### src/rtl/req_ack_arbiter_pkg.sv
// req_arb_pkg: shared types and defaults for the req/ack round-robin arbiter.
package req_arb_pkg;

    // Arbiter FSM states
    typedef enum logic [1:0] {
        StIdle    = 2'd0,
        StWaitAck = 2'd1,
        StRelease = 2'd2
    } arb_state_e;

    localparam int unsigned DEF_MIN_ACK = 2;
    localparam int unsigned DEF_MAX_ACK = 4;

    // Width of the optional saturating statistics counters
    localparam int unsigned STAT_W = 16;

endpackage

### src/rtl/req_ack_arbiter_if.sv
// Requester/target handshake bundle for req_ack_arbiter.
// master: the arbiter side; slave: the requesters plus shared target.
// Stats signals exist only when REQ_ARB_STATS_EN is defined.
interface req_ack_arbiter_if
    import req_arb_pkg::*;
#(
    parameter int unsigned NUM_REQ = 4
);
    localparam int unsigned IDW = $clog2(NUM_REQ);

    logic [NUM_REQ-1:0] req_in;
    logic [NUM_REQ-1:0] ack_out;
    logic               err_out;
    logic [IDW-1:0]     grant_id;
    logic               busy;
    logic               tgt_req;
    logic               tgt_ack;
`ifdef REQ_ARB_STATS_EN
    logic [NUM_REQ*STAT_W-1:0] stat_grants;
    logic [STAT_W-1:0]         stat_errs;
`endif

    modport master (
        input  req_in,
        input  tgt_ack,
        output ack_out,
        output err_out,
        output grant_id,
        output busy,
`ifdef REQ_ARB_STATS_EN
        output stat_grants,
        output stat_errs,
`endif
        output tgt_req
    );

    modport slave (
        output req_in,
        output tgt_ack,
        input  ack_out,
        input  err_out,
        input  grant_id,
        input  busy,
`ifdef REQ_ARB_STATS_EN
        input  stat_grants,
        input  stat_errs,
`endif
        input  tgt_req
    );

endinterface

### src/rtl/req_ack_arbiter_rr_pick.sv
// rr_pick: combinational round-robin picker. Returns the first set request bit
// at or above i_ptr, wrapping from NUM_REQ-1 back to 0.
module rr_pick #(
    parameter int unsigned NUM_REQ = 4,
    parameter int unsigned IDW     = $clog2(NUM_REQ)
) (
    input  logic [NUM_REQ-1:0] i_req,
    input  logic [IDW-1:0]     i_ptr,
    output logic [IDW-1:0]     o_winner,
    output logic               o_valid
);

    // Scan NUM_REQ positions starting at the pointer; first hit wins
    always_comb begin
        o_valid  = 1'b0;
        o_winner = '0;
        for (int unsigned k = 0; k < NUM_REQ; k++) begin
            int unsigned idx;
            idx = (32'(i_ptr) + k) % NUM_REQ;
            if (!o_valid && i_req[idx]) begin
                o_valid  = 1'b1;
                o_winner = idx[IDW-1:0];
            end
        end
    end

endmodule

### src/rtl/req_ack_arbiter.sv
// req_ack_arbiter: round-robin sharing of one req/ack target among NUM_REQ
// requesters, with an enforced MIN_ACK..MAX_ACK acknowledge window. Early acks
// and timeouts complete to the owner with err_out set so the target cannot hang.
// Optional feature macro: REQ_ARB_STATS_EN (per-requester completion counters
// and a total error counter, 16-bit saturating).
module req_ack_arbiter
    import req_arb_pkg::*;
#(
    parameter int unsigned NUM_REQ = 4,
    parameter int unsigned MIN_ACK = DEF_MIN_ACK,
    parameter int unsigned MAX_ACK = DEF_MAX_ACK,
    parameter int unsigned CNT_W   = 3
) (
    input  logic               clk,
    input  logic               reset,
    req_ack_arbiter_if.master  bus
);

    localparam int unsigned IDW = $clog2(NUM_REQ);
    localparam logic [CNT_W-1:0] MIN_C = CNT_W'(MIN_ACK);
    localparam logic [CNT_W-1:0] MAX_C = CNT_W'(MAX_ACK);
    localparam logic [CNT_W-1:0] SAT_C = CNT_W'(MAX_ACK + 1);

    arb_state_e         r_state;
    logic [CNT_W-1:0]   r_cnt;
    logic [IDW-1:0]     r_rr_ptr;
    logic [IDW-1:0]     r_grant_id;
    logic [NUM_REQ-1:0] r_ack_out;
    logic               r_err_out;
    logic               r_busy;
    logic               r_tgt_req;

    logic [IDW-1:0]     w_winner;
    logic               w_valid;
    logic               w_done;
    logic               w_good;
    logic [IDW-1:0]     w_rr_next;
    logic [NUM_REQ-1:0] w_grant_oh;

    rr_pick #(
        .NUM_REQ (NUM_REQ),
        .IDW     (IDW)
    ) u_rr_pick (
        .i_req    (bus.req_in),
        .i_ptr    (r_rr_ptr),
        .o_winner (w_winner),
        .o_valid  (w_valid)
    );

    // A transaction ends on any ack or on reaching the window limit without one
    assign w_done     = (r_state == StWaitAck) && (bus.tgt_ack || (r_cnt == MAX_C));
    assign w_good     = bus.tgt_ack && (r_cnt >= MIN_C) && (r_cnt <= MAX_C);
    assign w_rr_next  = (r_grant_id == IDW'(NUM_REQ - 1)) ? '0 : r_grant_id + 1'b1;
    assign w_grant_oh = {{(NUM_REQ-1){1'b0}}, 1'b1} << r_grant_id;

    // Arbiter FSM with registered handshake outputs
    always_ff @(posedge clk or posedge reset) begin
        if (reset) begin
            r_state    <= StIdle;
            r_cnt      <= '0;
            r_rr_ptr   <= '0;
            r_grant_id <= '0;
            r_ack_out  <= '0;
            r_err_out  <= 1'b0;
            r_busy     <= 1'b0;
            r_tgt_req  <= 1'b0;
        end else begin
            unique case (r_state)
                StIdle: begin
                    if (w_valid) begin
                        r_grant_id <= w_winner;
                        r_tgt_req  <= 1'b1;
                        r_busy     <= 1'b1;
                        r_cnt      <= CNT_W'(1);
                        r_state    <= StWaitAck;
                    end
                end
                StWaitAck: begin
                    if (w_done) begin
                        r_tgt_req <= 1'b0;
                        r_ack_out <= w_grant_oh;
                        r_err_out <= !w_good;
                        r_cnt     <= '0;
                        r_state   <= StRelease;
                    end else if (r_cnt != SAT_C) begin
                        r_cnt <= r_cnt + 1'b1;
                    end
                end
                StRelease: begin
                    // Single cycle that keeps tgt_req low at least 2 cycles
                    r_ack_out <= '0;
                    r_err_out <= 1'b0;
                    r_rr_ptr  <= w_rr_next;
                    r_busy    <= 1'b0;
                    r_state   <= StIdle;
                end
                default: r_state <= StIdle;
            endcase
        end
    end

    assign bus.ack_out  = r_ack_out;
    assign bus.err_out  = r_err_out;
    assign bus.grant_id = r_grant_id;
    assign bus.busy     = r_busy;
    assign bus.tgt_req  = r_tgt_req;

`ifdef REQ_ARB_STATS_EN
    logic [STAT_W-1:0] r_stat_grants [NUM_REQ];
    logic [STAT_W-1:0] r_stat_errs;

    // Saturating completion counters, bumped on the edge that raises ack_out
    always_ff @(posedge clk or posedge reset) begin
        if (reset) begin
            for (int unsigned i = 0; i < NUM_REQ; i++) begin
                r_stat_grants[i] <= '0;
            end
            r_stat_errs <= '0;
        end else if (w_done) begin
            if (r_stat_grants[r_grant_id] != '1) begin
                r_stat_grants[r_grant_id] <= r_stat_grants[r_grant_id] + 1'b1;
            end
            if (!w_good && (r_stat_errs != '1)) begin
                r_stat_errs <= r_stat_errs + 1'b1;
            end
        end
    end

    for (genvar g = 0; g < NUM_REQ; g++) begin : g_stat_out
        assign bus.stat_grants[g*STAT_W +: STAT_W] = r_stat_grants[g];
    end
    assign bus.stat_errs = r_stat_errs;
`endif

endmodule

### src/flat_wrapper.sv
// flat-port wrapper written by rule: the top's interface ports become plain ports
module req_ack_arbiter_flat import req_arb_pkg::*;
#(
    parameter int unsigned NUM_REQ = 4,
    parameter int unsigned MIN_ACK = DEF_MIN_ACK,
    parameter int unsigned MAX_ACK = DEF_MAX_ACK,
    parameter int unsigned CNT_W   = 3
)
  (clk, reset, bus_req_in, bus_tgt_ack, bus_ack_out, bus_err_out, bus_grant_id, bus_busy, bus_tgt_req);
  req_ack_arbiter_if #(.NUM_REQ(NUM_REQ)) bus_i ();
  input  logic clk;
  input  logic reset;
  input wire logic [$bits(bus_i.req_in)-1:0] bus_req_in;
  input wire logic [$bits(bus_i.tgt_ack)-1:0] bus_tgt_ack;
  output wire logic [$bits(bus_i.ack_out)-1:0] bus_ack_out;
  output wire logic [$bits(bus_i.err_out)-1:0] bus_err_out;
  output wire logic [$bits(bus_i.grant_id)-1:0] bus_grant_id;
  output wire logic [$bits(bus_i.busy)-1:0] bus_busy;
  output wire logic [$bits(bus_i.tgt_req)-1:0] bus_tgt_req;
  assign bus_i.req_in = bus_req_in;
  assign bus_i.tgt_ack = bus_tgt_ack;
  assign bus_ack_out = bus_i.ack_out;
  assign bus_err_out = bus_i.err_out;
  assign bus_grant_id = bus_i.grant_id;
  assign bus_busy = bus_i.busy;
  assign bus_tgt_req = bus_i.tgt_req;
  req_ack_arbiter #(.NUM_REQ(NUM_REQ), .MIN_ACK(MIN_ACK), .MAX_ACK(MAX_ACK), .CNT_W(CNT_W)) u_core (.clk(clk), .reset(reset), .bus(bus_i));
endmodule
### config.mk
export PLATFORM = sky130hd
export DESIGN_NAME = req_ack_arbiter_flat
export DESIGN_NICKNAME = d
export VERILOG_FILES = /design/src/rtl/req_ack_arbiter_pkg.sv /design/src/rtl/req_ack_arbiter_if.sv /design/src/rtl/req_ack_arbiter_rr_pick.sv /design/src/rtl/req_ack_arbiter.sv /design/src/flat_wrapper.sv
export SDC_FILE = /design/constraint.sdc
export NUM_CORES = 1
export LEC_CHECK = 0
export ABC_AREA = 1
export BUFFER_PORTS_ARGS = -buffer_cell sky130_fd_sc_hd__buf_2
export CORE_MARGIN = 4
export CORE_UTILIZATION = 56
export DETAILED_ROUTE_END_ITERATION = 7
export PLACE_DENSITY = 0.9
export SLEW_MARGIN = 20
export SYNTH_ARGS = -nofsm -noshare
export SYNTH_HDL_FRONTEND = slang
export SYNTH_HIERARCHICAL = 1
export SYNTH_SLANG_ARGS = --single-unit
### constraint.sdc
create_clock -name clk -period 2 [get_ports clk]
set_clock_uncertainty 0.15 [all_clocks]
set_input_delay 0.3 -clock clk [delete_from_list [all_inputs] [get_ports clk]]
set_output_delay 0.3 -clock clk [all_outputs]
set_load 0.02 [all_outputs]
==> results of run 1 <==
## through the flow
stage	hold WS (ps)	instance area [um2]
after floorplan	63.7	1170
after detailed placement	236	1270
after global placement	230	1270
final	156	1320
after global routing	170	1320
after CTS	147	1310
## tightest hold or removal path, cell delays in order
cell,delay [ps]
buf_2,90
nand2_1,60
nand2_1,70
nand2_1,50
## what timing repair did
item	in CTS	in global routing
hold buffers	1	0
resized for setup	0	2
endpoints found under the setup margin	0	3
hold endpoints to repair	16	0
buffers inserted	0	1
## sequential cells by signal (all words and copies together), names as in the netlist
signal	count
u_core/bus.ack_out	4
u_core/bus.busy	1
u_core/bus.err_out	1
u_core/bus.grant_id	2
u_core/bus.tgt_req	1
u_core/r_cnt	3
u_core/r_rr_ptr	2
u_core/r_state	2
## per-layer routing
| metal | share of wire | global-route usage |
|---|---|---|
| met1 | 0.42 | 0.210 |
| met2 | 0.52 | 0.302 |
| met3 | 0.048 | 0.0554 |
| met4 | 0.012 | 0.0681 |
| met5 | 0 | 0 |
## kinds of logic after synthesis
logic type | after synthesis | synth area share
AOI/OAI and AO/OA | 7 | 0.0385
buffers and inverters | 20 | 0.0728
adders and majority gates | 7 | 0.0749
xor gates and xnor gates | 1 | 0.00750
DFF | 16 | 0.343
and+or+nand+nor | 100 | 0.464
## area by class of cell
cell class	instances	share of cell area
multi-input cells	115	0.521
inverters	19	0.0559
repair buffers	18	0.0758
clock buffers	3	0.0171
well taps	27	0.0256
flip-flops and latches	16	0.304
## cells in the mapped netlist
library cell   n  area [um2]
nor2_2         2        12.5
nor2_1         6        22.5
a21oi_1        3        15.0
o21ai_0        1        5.00
buf_6          1        11.3
xnor2_1        1        8.76
nand4_4        1        21.3
inv_4          1        6.26
nand2_1       56         210
nand3_1        7        35.0
nor2_4         3        33.8
inv_1         13        48.8
nor2_8         1        20.0
nand2_4        4        45.0
ha_1           7        87.6
inv_2          5        18.8
o21a_1         1        7.51
dfrtp_1       16         400
nand3b_1       1        7.51
nand4_1        2        12.5
o21ai_1        1        5.00
nand3_2        4        40.0
nand2_2       13        81.3
o31ai_2        1        12.5
## report_power, final
part,internal (uW),total (uW),leakage (uW),switching [uW]
clock,70.1,165,0.0000138,94.4
sequential,462,611,0.000196,149
combinational,485,1370,0.000533,883
total,1020,2140,0.000743,1130
## worst min path at each step
stage	start	end	slack (ps)
after floorplan	reset	u_core/bus.ack_out[0]$_DFFE_PP0P_	60
after global placement	reset	u_core/bus.tgt_req$_DFFE_PP0P_	230
after detailed placement	reset	u_core/bus.err_out$_DFFE_PP0P_	240
after CTS	bus_tgt_ack	u_core/bus.err_out$_DFFE_PP0P_	150
after global routing	bus_tgt_ack	u_core/bus.err_out$_DFFE_PP0P_	170
final	bus_tgt_ack	u_core/bus.err_out$_DFFE_PP0P_	160
==> flow_metrics.tcl, run 1 <==
set metrics [dict create \
    status "complete, no violations" \
    worstMarginPinSlew_ps 593 \
    grt_pass1_vias 923 \
    multi_input_area_um2 688 \
    critPathKind "register to register" \
    port_buffers 15 \
    wirelength_um 2240 \
    avgRoutedWirePerCell_um 11.3 \
    cp_common_cell "nand2_2" \
    drc 0 \
    startpoint_type "register" \
    routed_via_density 4.99 \
    power_density_mw_per_mm2 1620 \
    max_stage_delay_ps 440 \
    path_buf_inv 1 \
    yosysSeqAreaShare 0.343 \
    grt.overflow.total 0 \
    fillers 152 \
    final_hold_viol_count 0 \
    drt_iter0_markers 8 \
    root_buffer "clkbuf_4" \
    avgSynthCellArea_um2 7.74 \
    diodes 0 \
    layout_commonest_cell "nand2_1" \
    die_x_um 53.7 \
    timing.final.ws_setup_ps 154 \
    crit_path_start "u_core/r_rr_ptr[0]$_DFFE_PP0P_" \
    arrival_ps 1880 \
    synth_cell_types 24 \
    setup_tns_ps 0 \
    reg2reg_slack_ps 150 \
    path_clk_slew_ps 80 \
    ioPinCount 16 \
    end_kind "register" \
    critPathRequiredTime_ps 2030 \
    grt_max_degree 17 \
    rsz0062_at_grt "no" \
    pre_cts_ws_ps 132 \
    clkLatencyLatePin_ps 290 \
    syn-cell-area_mm2 0.00117 \
    grt_first_pass_wirelength_um 3800 \
    post-route-util 0.666 \
    post-dp-hpwl_um 1800 \
    rr_worst_depth 10 \
    rr_startpoint "u_core/r_rr_ptr[0]$_DFFE_PP0P_" \
    die_area_mm2 0.00288 \
    routed-via-count 989 \
    htreeDepth 1 \
    crit_family "simple AND/OR/NAND/NOR gates" \
    cp_cell_sequence "buf_4, nand2_2, nand2_2, nand2_2, nand2_2, nor2_4, nand3b_1, o21a_1, nand3_1, nand2_1" \
    yosysWarnings 6 \
    drv_cap 0 \
    rr_endpoint "u_core/r_cnt[1]$_DFFE_PP0P_" \
    row_count 16 \
    clock-sinks 16 \
    drive_gt1_frac 0.333 \
    drtPass1Iterations 4 \
    slowest_stage "dfrtp_2" \
    crit_cells 10 \
    p_leak_uw 0.000743 \
    crit_end "u_core/r_cnt[1]$_DFFE_PP0P_" \
    final_antenna_net_count 0 \
    whs_path_depth 4 \
    instances_no_fill 198 \
    grt_usage 0.179 \
    gp_congestion 0.956 \
    final_cell_mix "nand2_1, buf_2, dfrtp_1" \
    setup_viol 0 \
    area_growth_pct 13.0 \
    cts_tree "done" \
    nets 187 \
    syn_inst 151 \
    synth-seq-cells 16 \
    initial_core_util 0.590 \
    final.period_utilization 0.923 \
    finalCriticalPeriod_ps 1850 \
    finalMaxSlewViolations 0 \
    slew_headroom 0.604 \
    finalPower_uw 2140 \
    dp_cells 193 \
    cts_buffers 3 \
    crit_fanout 7 \
    synth_nets 165 \
    clk_path_buf_depth 2 \
    max_clock_freq_mhz 542 \
    core_area_mm2 0.00198 \
    antenna_found_initial 0 \
    ir_drop_uv 930 \
    die_y_um 53.7 \
    hold_class "input pin to register" \
    final-seq-area_um2 402 \
]
No activity file was read; power rests on OpenSTA's default activity.
==> run 2, diff against run 1 <==
--- a/config.mk
+++ b/config.mk
@@ -6,11 +6,13 @@
 export NUM_CORES = 1
 export LEC_CHECK = 0
 export ABC_AREA = 1
+export ABC_CLOCK_PERIOD_IN_PS = 2000
 export BUFFER_PORTS_ARGS = -buffer_cell sky130_fd_sc_hd__buf_2
 export CORE_MARGIN = 4
-export CORE_UTILIZATION = 56
+export CORE_UTILIZATION = 45
+export CTS_CLUSTER_SIZE = 10
 export DETAILED_ROUTE_END_ITERATION = 7
-export PLACE_DENSITY = 0.9
+export PLACE_DENSITY = 0.77
 export SLEW_MARGIN = 20
 export SYNTH_ARGS = -nofsm -noshare
 export SYNTH_HDL_FRONTEND = slang
==> flow_metrics.tcl, run 2 (synthesis gave the netlist of run 1 again) <==
set metrics [dict create \
    post-dp-hpwl_um 1850 \
    drc 0 \
    drv_cap 0 \
    grt_first_pass_wirelength_um 4060 \
    gp_congestion 0.732 \
    holdWs_ps 157 \
    whs_path_depth 4 \
    grt_usage 0.151 \
    htreeDepth 1 \
    power_density_mw_per_mm2 1640 \
    path_clk_slew_ps 100 \
    ir_drop_uv 934 \
    slew_headroom 0.588 \
    port_buffers 15 \
    setup_tns_ps 0 \
    rsz0062_at_grt "no" \
    diodes 0 \
    initial_core_util 0.472 \
    placed_area_mm2 0.00128 \
    startpoint_type "register" \
    die_area_mm2 0.00348 \
    row_count 18 \
    rr_worst_depth 11 \
    layout_commonest_cell "nand2_1" \
    final_antenna_net_count 0 \
    clkLatencyLatePin_ps 290 \
    nets 189 \
    arrival_ps 1930 \
    root_buffer "clkbuf_4" \
    die_y_um 59.0 \
    ioPinCount 16 \
    cts_tree "done" \
    instances_no_fill 204 \
    grt.overflow.total 0 \
    drtPass1Iterations 4 \
    finalCriticalPeriod_ps 1850 \
    routed-via-count 1020 \
    max_clock_freq_mhz 542 \
    clk_path_buf_depth 2 \
    final_cell_mix "nand2_1, buf_2, dfrtp_1" \
    p_leak_uw 0.000759 \
    setup_viol 0 \
    area_growth_pct 16.1 \
    crit_fanout 7 \
    final.period_utilization 0.923 \
    clock-sinks 16 \
    dp_cells 196 \
    drive_gt1_frac 0.351 \
    finalMaxSlewViolations 0 \
    grt_pass1_vias 978 \
    largest_reg_flops 4 \
    core_area_mm2 0.00248 \
    wirelength_um 2400 \
    worstMarginPinSlew_ps 617 \
    die_x_um 59.0 \
    cts_buffers 3 \
    critPathKind "register to register" \
    status "complete, no violations" \
    grt_max_degree 17 \
    hold_class "input pin to register" \
    critPathRequiredTime_ps 2080 \
    final_hold_viol_count 0 \
    routed_via_density 5.00 \
    antenna_found_initial 0 \
    end_kind "register" \
    avgRoutedWirePerCell_um 11.8 \
    post-route-util 0.547 \
    reg2reg_slack_ps 150 \
    final_area_mm2 0.00136 \
    drt_iter0_markers 25 \
]
run 2: cell types whose count changed in the layout (fill, tap and decap cells not counted), sizes merged:
cell	delta
buf	+2
clkbuf	+1
run 2: stage by stage:
step,worst slack (ps),power (uW)
finish,154,2230
global route,26.5,2440
CTS,15.8,2180
detailed placement,54.9,1950
global placement,85.1,1890
floorplan,374,1660
run 2: area by class of cell:
class	count	area, um2
multi-input cells	115	688
inverters	19	76.3
fillers	234	1120
clock buffers	4	36.3
well taps	30	37.5
flip-flops and latches	16	403
repair buffers	20	115
run 2: report_power, final:
part           internal, uW  leakage [uW]  switching (uW)
Clock                   111     0.0000210             106
Combinational           507      0.000544             877
Sequential              464      0.000195             166
Total                  1080      0.000759            1150
run 2: path summary, 6_finish.rpt:
| kind | from | to |
|---|---|---|
| hold reg to reg | u_core/bus.ack_out[2]$_DFFE_PP0P_ | u_core/bus.ack_out[2]$_DFFE_PP0P_ |
| hold / removal | bus_tgt_ack | u_core/bus.err_out$_DFFE_PP0P_ |
| max in group asynchronous | reset | u_core/r_rr_ptr[0]$_DFFE_PP0P_ |
| setup / recovery | u_core/r_rr_ptr[0]$_DFFE_PP0P_ | u_core/r_cnt[1]$_DFFE_PP0P_ |
| min in group asynchronous | reset | u_core/bus.ack_out[3]$_DFFE_PP0P_ |
| setup reg to reg | u_core/r_rr_ptr[0]$_DFFE_PP0P_ | u_core/r_cnt[1]$_DFFE_PP0P_ |
run 2: critical path, stage by stage, from the launching register on:
cell and delay, ps:
dfrtp_2 480, buf_4 170, nand2_2 60, nand2_2 60
nand2_2 70, nand2_2 60, nor2_4 120, nand3b_1 130
o21a_1 240, nand2_2 100, nand2_1 60, nand2_1 70
run 2: timing repair:
item	CTS	global route
gates resized for setup	0	4
endpoints found under the hold margin	16	0
setup endpoints to repair	0	8
buffers inserted	0	3
hold buffers	1	0
run 2: layer usage:
layer  vias up  GRT usage  wire length (um)  part of all wire
li1        511          -                 -                 -
met1       475      0.176              1020              0.42
met2        26      0.259              1230              0.51
met3         8     0.0263                89             0.037
met4         0     0.0874                65             0.027
met5         -          0                 0                 0
